## src/rtl/if_fetch_unit_pkg.sv

```systemverilog
// Shared definitions for the RV32I instruction-fetch stage: bubble encoding,
// PC step and the fetch FSM state type.
package if_fetch_unit_pkg;

    localparam logic [31:0] RV32I_NOP = 32'h0000_0013;  // ADDI x0,x0,0
    localparam int unsigned PC_STEP   = 4;

    typedef enum logic [1:0] {
        S_FETCH,
        S_HOLD,
        S_DRAIN
    } fetch_state_t;

endpackage

```

## src/rtl/if_hold_buffer.sv

```systemverilog
// One-entry skid register that parks a fetched PC/instruction pair while
// decode is stalled; clear has priority over load.
module if_hold_buffer #(
    parameter int unsigned WIDTH = 32
) (
    input  logic             clk,
    input  logic             rst,
    input  logic             load,
    input  logic             clear,
    input  logic [WIDTH-1:0] load_pc,
    input  logic [WIDTH-1:0] load_instr,
    output logic             valid,
    output logic [WIDTH-1:0] pc,
    output logic [WIDTH-1:0] instr
);

    // NOTE: only the valid flag needs a reset; the payload is never consumed
    // while valid is low, so leaving it unreset is safe.
    always_ff @(posedge clk or posedge rst) begin
        if (rst) begin
            valid <= 1'b0;
        end else if (clear) begin
            valid <= 1'b0;
        end else if (load) begin
            valid <= 1'b1;
        end
    end

    always_ff @(posedge clk) begin
        if (load && !clear) begin
            pc    <= load_pc;
            instr <= load_instr;
        end
    end

endmodule

```

## src/rtl/if_fetch_unit.sv

```systemverilog
// RV32I instruction-fetch stage: owns the fetch PC, keeps one request in flight
// to instruction memory and drives the IF->ID register with bubbles when empty.
module if_fetch_unit
    import if_fetch_unit_pkg::*;
#(
    parameter int unsigned                REG_DATA_WIDTH = 32,
    parameter logic [REG_DATA_WIDTH-1:0] RESET_PC       = '0,
    parameter logic [REG_DATA_WIDTH-1:0] NOP_INSTR      = RV32I_NOP
) (
    input  logic                      Clk,
    input  logic                      Reset,
    input  logic                      ID_Stall,
    input  logic                      EX_Redirect,
    input  logic [REG_DATA_WIDTH-1:0] EX_PC_dest,
    output logic                      IMem_req,
    output logic [REG_DATA_WIDTH-1:0] IMem_addr,
    input  logic                      IMem_ack,
    input  logic [REG_DATA_WIDTH-1:0] IMem_rdata,
    output logic [REG_DATA_WIDTH-1:0] IF_PC,
    output logic [REG_DATA_WIDTH-1:0] IF_Instruction,
    output logic                      IF_Valid
);

    fetch_state_t              state;
    logic [REG_DATA_WIDTH-1:0] fetch_pc;
    logic [REG_DATA_WIDTH-1:0] fetch_pc_next;
    logic [REG_DATA_WIDTH-1:0] redirect_pc;
    logic                      ack_taken;
    logic                      hold_load;
    logic                      hold_clear;
    logic                      hold_valid;
    logic [REG_DATA_WIDTH-1:0] hold_pc;
    logic [REG_DATA_WIDTH-1:0] hold_instr;

    assign fetch_pc_next = fetch_pc + REG_DATA_WIDTH'(PC_STEP);
    assign redirect_pc   = {EX_PC_dest[REG_DATA_WIDTH-1:2], 2'b00};
    assign ack_taken     = IMem_req && IMem_ack;
    assign hold_load     = !EX_Redirect && (state == S_FETCH) && ack_taken && ID_Stall;
    assign hold_clear    = EX_Redirect || ((state == S_HOLD) && !ID_Stall);

    if_hold_buffer #(
        .WIDTH(REG_DATA_WIDTH)
    ) u_hold (
        .clk       (Clk),
        .rst       (Reset),
        .load      (hold_load),
        .clear     (hold_clear),
        .load_pc   (fetch_pc),
        .load_instr(IMem_rdata),
        .valid     (hold_valid),
        .pc        (hold_pc),
        .instr     (hold_instr)
    );

    // NOTE: every register here is sequential state, so all updates use
    // non-blocking assignments; blocking ones would race with the readers.
    always_ff @(posedge Clk or posedge Reset) begin
        if (Reset) begin
            state          <= S_FETCH;
            fetch_pc       <= RESET_PC;
            IMem_req       <= 1'b0;
            IMem_addr      <= RESET_PC;
            IF_PC          <= '0;
            IF_Instruction <= NOP_INSTR;
            IF_Valid       <= 1'b0;
        end else if (EX_Redirect) begin
            fetch_pc       <= redirect_pc;
            IF_Instruction <= NOP_INSTR;
            IF_Valid       <= 1'b0;
            unique case (state)
                S_FETCH: begin
                    // A request still in flight must complete before the new target is issued.
                    if (IMem_req && !IMem_ack) begin
                        state <= S_DRAIN;
                    end else begin
                        IMem_req  <= 1'b1;
                        IMem_addr <= redirect_pc;
                    end
                end
                S_HOLD: begin
                    state     <= S_FETCH;
                    IMem_req  <= 1'b1;
                    IMem_addr <= redirect_pc;
                end
                default: ;
            endcase
        end else begin
            unique case (state)
                S_FETCH: begin
                    IMem_req <= 1'b1;
                    if (ack_taken && !ID_Stall) begin
                        IF_PC          <= fetch_pc;
                        IF_Instruction <= IMem_rdata;
                        IF_Valid       <= 1'b1;
                        fetch_pc       <= fetch_pc_next;
                        IMem_addr      <= fetch_pc_next;
                    end else if (ack_taken) begin
                        IMem_req <= 1'b0;
                        state    <= S_HOLD;
                    end else if (!ID_Stall) begin
                        IF_Instruction <= NOP_INSTR;
                        IF_Valid       <= 1'b0;
                    end
                end
                S_HOLD: begin
                    if (!ID_Stall) begin
                        IF_PC          <= hold_pc;
                        IF_Instruction <= hold_instr;
                        IF_Valid       <= hold_valid;
                        fetch_pc       <= fetch_pc_next;
                        IMem_addr      <= fetch_pc_next;
                        IMem_req       <= 1'b1;
                        state          <= S_FETCH;
                    end
                end
                default: begin
                    if (IMem_ack) begin
                        IMem_addr <= fetch_pc;
                        state     <= S_FETCH;
                    end
                end
            endcase
        end
    end

endmodule

```

## config.mk

```make
export PLATFORM = sky130hd
export DESIGN_NAME = if_fetch_unit
export DESIGN_NICKNAME = d
export VERILOG_FILES = /design/src/rtl/if_fetch_unit_pkg.sv /design/src/rtl/if_hold_buffer.sv /design/src/rtl/if_fetch_unit.sv
export SDC_FILE = /design/constraint.sdc
export NUM_CORES = 1
export LEC_CHECK = 0
export CELL_PAD_IN_SITES_DETAIL_PLACEMENT = 0
export CELL_PAD_IN_SITES_GLOBAL_PLACEMENT = 1
export CORE_UTILIZATION = 25
export DETAILED_ROUTE_END_ITERATION = 6
export HOLD_SLACK_MARGIN = 0.15
export PLACE_DENSITY_LB_ADDON = 0.1
export SKIP_CTS_REPAIR_TIMING = 1
export SLEW_MARGIN = 20
export SYNTH_ARGS = -nofsm -noshare
export SYNTH_HDL_FRONTEND = slang
export SYNTH_SLANG_ARGS = --single-unit
```

## constraint.sdc

```tcl
create_clock -name Clk -period 7.4 [get_ports Clk]
set_input_delay 1.11 -clock Clk [delete_from_list [all_inputs] [get_ports Clk]]
set_output_delay 1.11 -clock Clk [all_outputs]
set_load 0.1 [all_outputs]
```

==> reports/metrics.yaml <==
setup_repair_after_global_routing_missed_its_margin: "no"
clk_pin_slew_worst_paths_ps: 70
relSlewSlack_pct: 28.4
via_per_inst: 4.58
first_global_vias: 6738
post-place-ws_ps: 3710
synth.distinct_cells: 61
synth_top_flop_cell: "dfrtp_1"
post_synth_instance_area_um2: 8850
critical_path_required_ps: 6290
post_synth_fa_ha_maj_area_fraction_pct: 0.141
skew_ps: 15.4
pin_count_of_the_biggest_net_entering_global_routing: 84
clk_path_buf_depth: 2
synth.yosys.warnings: 0
grt_pass1_wl_mm: 41.8
die_height_um: 190
numPortBuffers: 162
cp_top_family: "buffers and inverters"
antennaDiodeCount: 0
basic_gate_share_of_the_synthesized_area_counting_and_or_nand_and_nor_cells_pct: 14.5
fp.coreArea_um2: 34700
dr_total_vias: 6485
critPathMaxStageDelay_ps: 1150
timing_max_transition_violations_final: 0
route.detailed.drc: 0
critical_path.slowest_cell: "clkdlybuf4s50_1"
total_leakage_power_nw: 4.15
synth_top_family_by_area: "simple AND/OR/NAND/NOR gates"
drt-pass1-iter-count: 5
final_min_period_over_clock_period_pct: 43.7
cap_viol_max_count: 0
grt_usage_pct: 15.3
ant_nets: 0
crit_path_cell_trace: "clkdlybuf4s50_1"
fp-row-count: 68
finalHoldViolCount: 0
ir_worst_vdd_mv: 0.227
tritoncts: "yes"
synth-edff-count: 62
cts_buffers: 17
setup.worst_path.end_class: "primary output"
finish.net_count: 1017
grt-ovfl-total: 0
post_route_cells_drive_above_1_share_pct: 8.75
synth_seq_area_share_pct: 57.2
wl_mm: 26.5
htree_num_levels: 4
syn2layout_area_growth_pct: 28.2
mean_cell_area_of_the_mapped_netlist_um2: 10.7
netlist.top_cell.by_area: "dfrtp_1"
synthXorXnorAreaFrac_pct: 5.24
dp.cells: 1383
power_density_nw_per_um2: 333
outcome: "completed"
nFillCells: 3640
regToRegSetupSlack_ps: 4810
worst_ep_arrival_time_ps: 2130
report.final.setup_viol: 0
synth-seq-cells: 190
hold_path_class: "reg2reg"
wire_per_inst_um: 18.7
top_fanout_value_on_the_critical_path: 2
clkLatencyLatePin_ps: 450
root_buffer_selected_by_cts: "clkbuf_16"
worst-slew-pin-transition_ps: 1070
post-synth-top-count-cell: "nand2_1"
dpl.hpwl_mm: 16.9
final_cell_count_no_fill: 1415
globalplace.congestion: 0.684
synth_top_area_share_pct: 35.3
die_width_um: 190
dr.first_iter.drc_count: 413
worstSetupPathType: "reg2out"
cts_sink_count: 190
fraction_of_the_mapped_netlist_area_in_compound_gates_pct: 12.6
floorplan.initialDensity_pct: 25.5
async_flop_share_pct: 67.4
finalSetupTns_ps: 0
fp.dieArea_um2: 36200
final.setup.worst_slack_ps: 4160
synth.cells.most_frequent: "148 x nand2_1, 125 x dfrtp_1, 97 x o21ai_0"
timing.hold.ws_ps: 479
ys_top_cells_by_area: "dfrtp_1 35%, edfxtp_1 21%, nand2_1 6.3%"
min_period_ps: 3240
syn-instance-count: 824
fmax_ghz: 0.309
critPathLaunchType: "register"
critPathBufInv: 1
io_pins: 167
muxShareOfSynthArea_pct: 5.54
antenna_found_initial: 0
-- layout make-up --
cell class | count | area [µm²] | share of cell area [%]
inverter | 5 | 23.8 | 0.210
tap | 455 | 569 | 5.02
clock buffer | 19 | 433 | 3.82
clock inverter | 13 | 129 | 1.14
sequential | 190 | 5070 | 44.7
multi-input combinational | 557 | 3400 | 30.0
timing repair buffer | 176 | 1720 | 15.2
-- routing by layer --
| layer | up-vias | routed length (µm) | global-route usage, % |
|---|---|---|---|
| li1 | 3149 | - | - |
| met1 | 3202 | 13100 | 21.2 |
| met2 | 120 | 12400 | 24.5 |
| met3 | 14 | 763 | 2.79 |
| met4 | 0 | 257 | 3.51 |
| met5 | - | 0 | 0 |
-- report_power, final --
part	switching, mW	internal (mW)	leakage [nW]
Sequential	0.121	1.23	2.17
Combinational	1.16	0.341	1.71
Clock	0.448	0.473	0.272
-- worst register-to-register path, stage by stage, from the launching register on --
cell	delay, ps
dfrtp_1	520
nand3_1	480
nor4_4	860
nand4_1	200
xnor2_1	160
mux2_2	260
-- flip-flops by register name, indices dropped and copies added (netlist names) --
signal	flops
IF_Instruction	32
IF_Valid	1
u_hold.valid	1
u_hold.pc	30
IMem_req	1
state	2
u_hold.instr	32
fetch_pc	30
IF_PC	30
IMem_addr	31
-- metrics by stage --
step / util (%) / instance area, µm² / total power [mW]
finish: 32.7 / 11300 / 3.77
global route: 32.7 / 11300 / 3.94
CTS: 32.7 / 11300 / 3.83
detailed placement: 31.1 / 10800 / 2.89
global placement: 31.1 / 10800 / 2.89
floorplan: - / 8860 / 2.49
-- placed cells by master (no fill, tap or decap), types with 3 or more instances in the layout --
master           instances
xnor2_1                 19
buf_4                   14
mux2i_1                 37
nand4_2                  3
o22ai_1                  5
clkbuf_16               17
dfrtp_1                125
clkdlybuf4s50_1        161
o211ai_1                12
nor3_1                  14
inv_6                    6
o21ai_1                  9
inv_1                    3
xor2_1                  34
a211oi_1                 3
nor2_1                  32
edfxtp_1                62
nand4_1                 17
a21boi_1                 3
and2_1                   3
a21oi_1                 12
nor4_1                   6
nor3_2                   6
a22oi_1                 29
dfstp_2                  3
mux2_2                   8
nand2b_1                 7
o21ai_0                 97
nand3_1                 15
nand2_1                148
-- final timing paths --
kind | from | endpoint | cells past startpoint
max in group asynchronous | Reset | fetch_pc[10]$_DFFE_PP0P_ | 3
min | IF_Instruction[25]$_DFFE_PP0P_ | IF_Instruction[25]$_DFFE_PP0P_ | 2
min in group asynchronous | Reset | IF_Instruction[5]$_DFFE_PP0P_ | 2
min reg2reg | IF_Instruction[25]$_DFFE_PP0P_ | IF_Instruction[25]$_DFFE_PP0P_ | 2
max | IF_Instruction[0]$_DFFE_PP1P_ | IF_Instruction[0] | 1
max reg2reg | fetch_pc[6]$_DFFE_PP0P_ | fetch_pc[17]$_DFFE_PP0P_ | 5
-- logic make-up (layout without fill, tap and decap cells) --
family,Yosys count,in the layout
muxes,47,47
adders and majority gates,1,1
AOI/OAI and AO/OA,185,185
other,1,2
DFF,190,190
buffers and inverters,78,213
and+or+nand+nor,269,269
xor gates and xnor gates,53,53
(Power assumes the default switching activity.)
